**src/rtl/log_reader_out_pkg.sv**
```systemverilog
// log_reader_out_pkg
//   Shared types and default widths for the VR log reader output controller.
//   log_out_state_e : controller state (IDLE, ENTRIES_OUT, DONE)
//   LOG_DATA_W      : default entry flit width
//   LOG_ADDR_W      : default log entry address width (ring, wraps)
//   LOG_ENTRY_CNT_W : default width of the per-request entry count
package log_reader_out_pkg;

    localparam int LOG_DATA_W      = 512;
    localparam int LOG_ADDR_W      = 10;
    localparam int LOG_ENTRY_CNT_W = 8;

    typedef enum logic [1:0] {
        IDLE        = 2'd0,
        ENTRIES_OUT = 2'd1,
        DONE        = 2'd2
    } log_out_state_e;

endpackage

```
**src/rtl/log_reader_out_ctrl_multi_ctrl.sv**
```systemverilog
// log_reader_out_ctrl_multi_ctrl
//   Request FSM, remaining-entry counter and output framing for the log
//   reader output controller. Flit handshakes are combinational pass-through
//   while streaming; cmd_rdy/output_done/req_done are registered.
// Ports:
//   clk, rst_n            : clock, synchronous active-low reset
//   cmd_val               : request valid (accepted while idle)
//   cmd_num_entries       : entries to emit, 0 legal
//   cmd_per_entry_last    : frame every entry (1) or only the final one (0)
//   src_data_val/_last    : FIFO flit valid / last flit of entry
//   dst_rdy               : destination ready
//   cmd_rdy, output_done  : high while idle
//   req_done              : one-cycle pulse when a request completes
//   src_rdy, dst_data_val : handshake pass-through while streaming
//   dst_data_last         : framed last
//   cmd_accept            : request taken this cycle
//   entry_done            : final flit of an entry transfers this cycle
module log_reader_out_ctrl_multi_ctrl
    import log_reader_out_pkg::*;
#(
    parameter int ENTRY_CNT_W = LOG_ENTRY_CNT_W
) (
    input  logic                   clk,
    input  logic                   rst_n,
    input  logic                   cmd_val,
    input  logic [ENTRY_CNT_W-1:0] cmd_num_entries,
    input  logic                   cmd_per_entry_last,
    input  logic                   src_data_val,
    input  logic                   src_data_last,
    input  logic                   dst_rdy,
    output logic                   cmd_rdy,
    output logic                   output_done,
    output logic                   req_done,
    output logic                   src_rdy,
    output logic                   dst_data_val,
    output logic                   dst_data_last,
    output logic                   cmd_accept,
    output logic                   entry_done
);

    log_out_state_e         state;
    logic [ENTRY_CNT_W-1:0] remaining;
    logic                   mode;
    logic                   streaming;
    logic                   last_entry;

    always_comb begin
        streaming     = (state == ENTRIES_OUT);
        last_entry    = (remaining == ENTRY_CNT_W'(1));
        src_rdy       = streaming & dst_rdy;
        dst_data_val  = streaming & src_data_val;
        dst_data_last = streaming & src_data_last & (mode | last_entry);
        entry_done    = dst_data_val & dst_rdy & src_data_last;
        cmd_accept    = (state == IDLE) & cmd_val;
    end

    always_ff @(posedge clk) begin
        if (!rst_n) begin
            state       <= IDLE;
            remaining   <= '0;
            mode        <= 1'b0;
            cmd_rdy     <= 1'b1;
            output_done <= 1'b1;
            req_done    <= 1'b0;
        end else begin
            case (state)
                IDLE: begin
                    if (cmd_val) begin
                        remaining   <= cmd_num_entries;
                        mode        <= cmd_per_entry_last;
                        cmd_rdy     <= 1'b0;
                        output_done <= 1'b0;
                        // An empty request goes straight to completion.
                        if (cmd_num_entries == '0) begin
                            state    <= DONE;
                            req_done <= 1'b1;
                        end else begin
                            state <= ENTRIES_OUT;
                        end
                    end
                end
                ENTRIES_OUT: begin
                    if (entry_done) begin
                        remaining <= remaining - ENTRY_CNT_W'(1);
                        if (last_entry) begin
                            state    <= DONE;
                            req_done <= 1'b1;
                        end
                    end
                end
                DONE: begin
                    state       <= IDLE;
                    req_done    <= 1'b0;
                    cmd_rdy     <= 1'b1;
                    output_done <= 1'b1;
                end
                default: begin
                    state       <= IDLE;
                    req_done    <= 1'b0;
                    cmd_rdy     <= 1'b1;
                    output_done <= 1'b1;
                end
            endcase
        end
    end

endmodule

```
**src/rtl/log_reader_out_ctrl_multi.sv**
```systemverilog
// log_reader_out_ctrl_multi
//   Output controller for the VR log reader. Takes a request (start address,
//   entry count, framing mode), streams entry flits from the header/entry FIFO
//   to the outbound packet assembler and steps the entry-read address at each
//   entry boundary (ring address, wraps modulo 2^ADDR_W).
// Ports:
//   clk, rst_n                 : clock, synchronous active-low reset
//   cmd_val/cmd_rdy            : request handshake
//   cmd_start_addr             : first entry address
//   cmd_num_entries            : entries to emit (0 legal)
//   cmd_per_entry_last         : 1 = dst last per entry, 0 = only final entry
//   src_data_val/src_data/src_data_last/src_rdy : FIFO side
//   dst_data_val/dst_data/dst_data_last/dst_rdy : destination side
//   entry_addr                 : registered entry read address
//   output_done                : high while idle
//   req_done                   : one-cycle completion pulse
// Optional (LOG_READER_OUT_STATS_EN defined):
//   stat_entries_out, stat_flits_out : free-running wrap-around counters
module log_reader_out_ctrl_multi
    import log_reader_out_pkg::*;
#(
    parameter int DATA_W      = LOG_DATA_W,
    parameter int ADDR_W      = LOG_ADDR_W,
    parameter int ENTRY_CNT_W = LOG_ENTRY_CNT_W
) (
    input  logic                   clk,
    input  logic                   rst_n,
    input  logic                   cmd_val,
    input  logic [ADDR_W-1:0]      cmd_start_addr,
    input  logic [ENTRY_CNT_W-1:0] cmd_num_entries,
    input  logic                   cmd_per_entry_last,
    output logic                   cmd_rdy,
    input  logic                   src_data_val,
    input  logic [DATA_W-1:0]      src_data,
    input  logic                   src_data_last,
    output logic                   src_rdy,
    output logic                   dst_data_val,
    output logic [DATA_W-1:0]      dst_data,
    output logic                   dst_data_last,
    input  logic                   dst_rdy,
    output logic [ADDR_W-1:0]      entry_addr,
    output logic                   output_done,
    output logic                   req_done
`ifdef LOG_READER_OUT_STATS_EN
    ,
    output logic [31:0]            stat_entries_out,
    output logic [31:0]            stat_flits_out
`endif
);

    logic cmd_accept;
    logic entry_done;

    log_reader_out_ctrl_multi_ctrl #(
        .ENTRY_CNT_W (ENTRY_CNT_W)
    ) u_ctrl (
        .clk                (clk),
        .rst_n              (rst_n),
        .cmd_val            (cmd_val),
        .cmd_num_entries    (cmd_num_entries),
        .cmd_per_entry_last (cmd_per_entry_last),
        .src_data_val       (src_data_val),
        .src_data_last      (src_data_last),
        .dst_rdy            (dst_rdy),
        .cmd_rdy            (cmd_rdy),
        .output_done        (output_done),
        .req_done           (req_done),
        .src_rdy            (src_rdy),
        .dst_data_val       (dst_data_val),
        .dst_data_last      (dst_data_last),
        .cmd_accept         (cmd_accept),
        .entry_done         (entry_done)
    );

    // Data is a straight wire; it is only meaningful while dst_data_val is high.
    assign dst_data = src_data;

    always_ff @(posedge clk) begin
        if (!rst_n) begin
            entry_addr <= '0;
        end else if (cmd_accept) begin
            entry_addr <= cmd_start_addr;
        end else if (entry_done) begin
            entry_addr <= entry_addr + ADDR_W'(1);
        end
    end

`ifdef LOG_READER_OUT_STATS_EN
    always_ff @(posedge clk) begin
        if (!rst_n) begin
            stat_entries_out <= '0;
            stat_flits_out   <= '0;
        end else begin
            if (entry_done) begin
                stat_entries_out <= stat_entries_out + 32'd1;
            end
            if (dst_data_val & dst_rdy) begin
                stat_flits_out <= stat_flits_out + 32'd1;
            end
        end
    end
`endif

endmodule
```
**config.mk**
```make
export PLATFORM = sky130hd
export DESIGN_NAME = log_reader_out_ctrl_multi
export DESIGN_NICKNAME = d
export VERILOG_FILES = /design/src/rtl/log_reader_out_pkg.sv /design/src/rtl/log_reader_out_ctrl_multi_ctrl.sv /design/src/rtl/log_reader_out_ctrl_multi.sv
export SDC_FILE = /design/constraint.sdc
export NUM_CORES = 1
export LEC_CHECK = 0
export CAP_MARGIN = 20
export CORE_AREA = 3 3 410 412
export CTS_BUF_LIST = sky130_fd_sc_hd__clkbuf_4 sky130_fd_sc_hd__clkbuf_8
export DETAILED_ROUTE_END_ITERATION = 12
export DIE_AREA = 0 0 413 415
export PLACE_DENSITY = 0.35
export SKIP_CTS_REPAIR_TIMING = 1
export SLEW_MARGIN = 20
export SYNTH_ARGS = -nofsm -noshare
export SYNTH_HDL_FRONTEND = slang
export SYNTH_SLANG_ARGS = --single-unit
```
**constraint.sdc**
```tcl
create_clock -name clk -period 1.95 [get_ports clk]
set_input_delay 0.39 -clock clk [delete_from_list [all_inputs] [get_ports clk]]
set_output_delay 0.39 -clock clk [all_outputs]
set_load 0.005 [all_outputs]
```
==> flow_summary.ini <==
[clocking]
cts_inserted_buffers = 3
clock-sinks = 23
cts_tree = yes
h-tree-depth = 1
cts_root_buf = clkbuf_8
clkTransAtPathRegs_ns = 0.09
clkLatencyLatePin_ns = 0.27
clock_tree.buffer_depth = 2

[logic_synthesis]
synthTopCellsByArea = buf_4, dfxtp_1, a21oi_1
async_flop_share_pct = 0
synth-edff-count = 0
netlist_instances = 682
yosysSeqAreaShare_pct = 8.75
ys_seq_elements = 23
syn_area_per_cell_um2 = 7.72
syn-cell-area_um2 = 5260
ys.flop_type = dfxtp_1
yosysTopAreaCell = buf_4
synth.net_count = 1222
ys_types = 50
yosys_warnings = 0
synth_top_area_share_pct = 73.2

[sta]
fin_crit_ns = 1.88
setup_tns_ns = 0
maxSlewHeadroom_pct = 72.6
drv_slew = 0
hold_viol = 0
timing.final.crit_share_pct = 96.3
max_slew.worst_pin.slew_ns = 0.409
finalSetupViolCount = 0
rsz0062_at_grt = yes
fin_worst_skew_ns = 0.00280
fmax_mhz = 533

[grt]
grt_pass1_vias = 2550
grt_max_degree = 15
gr-usage-all-layers_pct = 9.89
grt_pass1_wl_um = 95300
grt-ovfl-total = 0
antenna_found_initial = 12

[power_and_ir_drop]
leakage_nw = 0.885
vdd_drop_max_mv = 0.230
power.density_nw_per_um2 = 319

[floorplan]
chipHeight_um = 415
ios = 1065
std_cell_rows = 149
core_um2 = 165000
dieArea_um2 = 171000
dieWidth_um = 413
start_util_pct = 3.19

[placed_design]
port_buffers = 40
dpl.hpwl_um = 86500
place_inst = 2418
gp_congestion = 0.783

[critical_path]
r2r_cells = 5
end_kind = primary output
critPathRequiredTime_ns = 1.56
arrival_ns = 1.49
critPathLaunchType = register
timing_worst_setup_path_type = reg2out
crit_fanout = 2

[final_layout]
final_cells = 2427
nFillCells = 19700
layout_commonest_cell = clkdlybuf4s50_1
final_nets = 775
final_cell_mix = clkdlybuf4s50_1, buf_4, dfxtp_1
drive_above_1_share_pct = 21.4
area_growth_syn_to_layout_pct = -8.20

[route]
wirelength_um = 89200
drc = 0
wire_per_inst_um = 36.8
ant_nets = 0
via_per_inst = 1.09
firstDrtPassIters = 4
drt_iter0_drc = 119
num_vias = 2641

[hold_path]
holdPathStages = 2
hp-class = reg2reg

[run]
cap_violations = 0

[status]
status = finished clean
-- critical path, stage by stage (launching register included) --
cell            delay (ns)
dfxtp_1               0.35
nor4_4                0.31
and2b_2               0.19
a31oi_1               0.08
nor2_1                0.14
dlymetal6s2s_1        0.15
-- kinds of logic after synthesis --
kind of cell,synth area share [%]
XOR/XNOR,0.998
multiplexers,0.190
AO/OA/AOI/OAI,7.23
buffers and inverters,74.7
AND/OR/NAND/NOR,7.42
adder cells (fa/ha/maj),0.713
flip-flops,8.75
-- sequential cells by signal (all words and copies together), names as in the netlist --
register / count
u_ctrl.req_done: 1
entry_addr: 10
u_ctrl.cmd_rdy: 1
u_ctrl.mode: 1
u_ctrl.remaining: 8
u_ctrl.state: 2
-- Yosys cell counts (2+ instances only) --
cell	number
a211oi_1	2
a21boi_1	2
a21o_1	3
a21oi_1	19
a31oi_1	4
and2_1	5
and3_1	2
and4_1	2
buf_2	5
buf_4	513
buf_6	3
clkbuf_1	2
dfxtp_1	23
ha_1	3
inv_1	4
nand2_1	12
nand2b_1	2
nand3_1	5
nand3b_1	2
nand4_1	6
nor2_1	12
nor3_1	3
nor4_1	2
o211ai_1	3
o21a_1	2
o21ai_0	11
o21ai_1	2
o221a_1	2
xor2_1	5
-- power by group --
part | internal [W] | leakage [nW] | switching [W]
registers | 0.000525 | 0.190 | 0.0000575
logic | 0.000308 | 0.669 | 0.000311
clock network | 0.000160 | 0.0262 | 0.000178
total | 0.000993 | 0.885 | 0.000546
-- metal layers --
layer,global-route usage [%],part of all wire [%],up-vias
li1,-,-,757
met1,2.51,8.8,931
met2,15.8,45,833
met3,20.4,44,112
met4,1.72,2.2,8
met5,0.933,0.26,-
-- worst paths after layout --
check                           slack (ns)                start       endpoint
worst max-delay path                  0.07  u_ctrl.remaining[5]  dst_data_last
worst min-delay path                  0.47          u_ctrl.mode    u_ctrl.mode
worst max register to register        0.27      u_ctrl.state[1]  entry_addr[7]
worst min register to register        0.47          u_ctrl.mode    u_ctrl.mode
-- final cells by class --
| cell class | count | area (um^2) | area share, % |
|---|---|---|---|
| Inverter | 4 | 15.0 | 0.311 |
| Timing Repair Buffer | 71 | 678 | 14.0 |
| Multi-Input combinational cell | 132 | 878 | 18.2 |
| Antenna cell | 4 | 10.0 | 0.207 |
| Tap cell | 2189 | 2740 | 56.7 |
| Clock buffer | 4 | 48.8 | 1.01 |
| Sequential cell | 23 | 463 | 9.58 |
-- metrics by stage --
step | hold WS [ns] | cell area, um^2 | total power (W) | utilization (%) | setup slack (ns)
floorplan | 0.436 | 5260 | 0.00172 | - | 0.477
global placement | 0.459 | 4750 | 0.00123 | 2.88 | -0.450
detailed placement | 0.454 | 4750 | 0.00122 | 2.88 | -0.405
CTS | 0.473 | 4790 | 0.00156 | 2.91 | -0.329
global route | 0.494 | 4820 | 0.00164 | 2.93 | -0.0418
finish | 0.474 | 4830 | 0.00154 | 2.93 | 0.0729
Power figures use the tool's default switching activity.
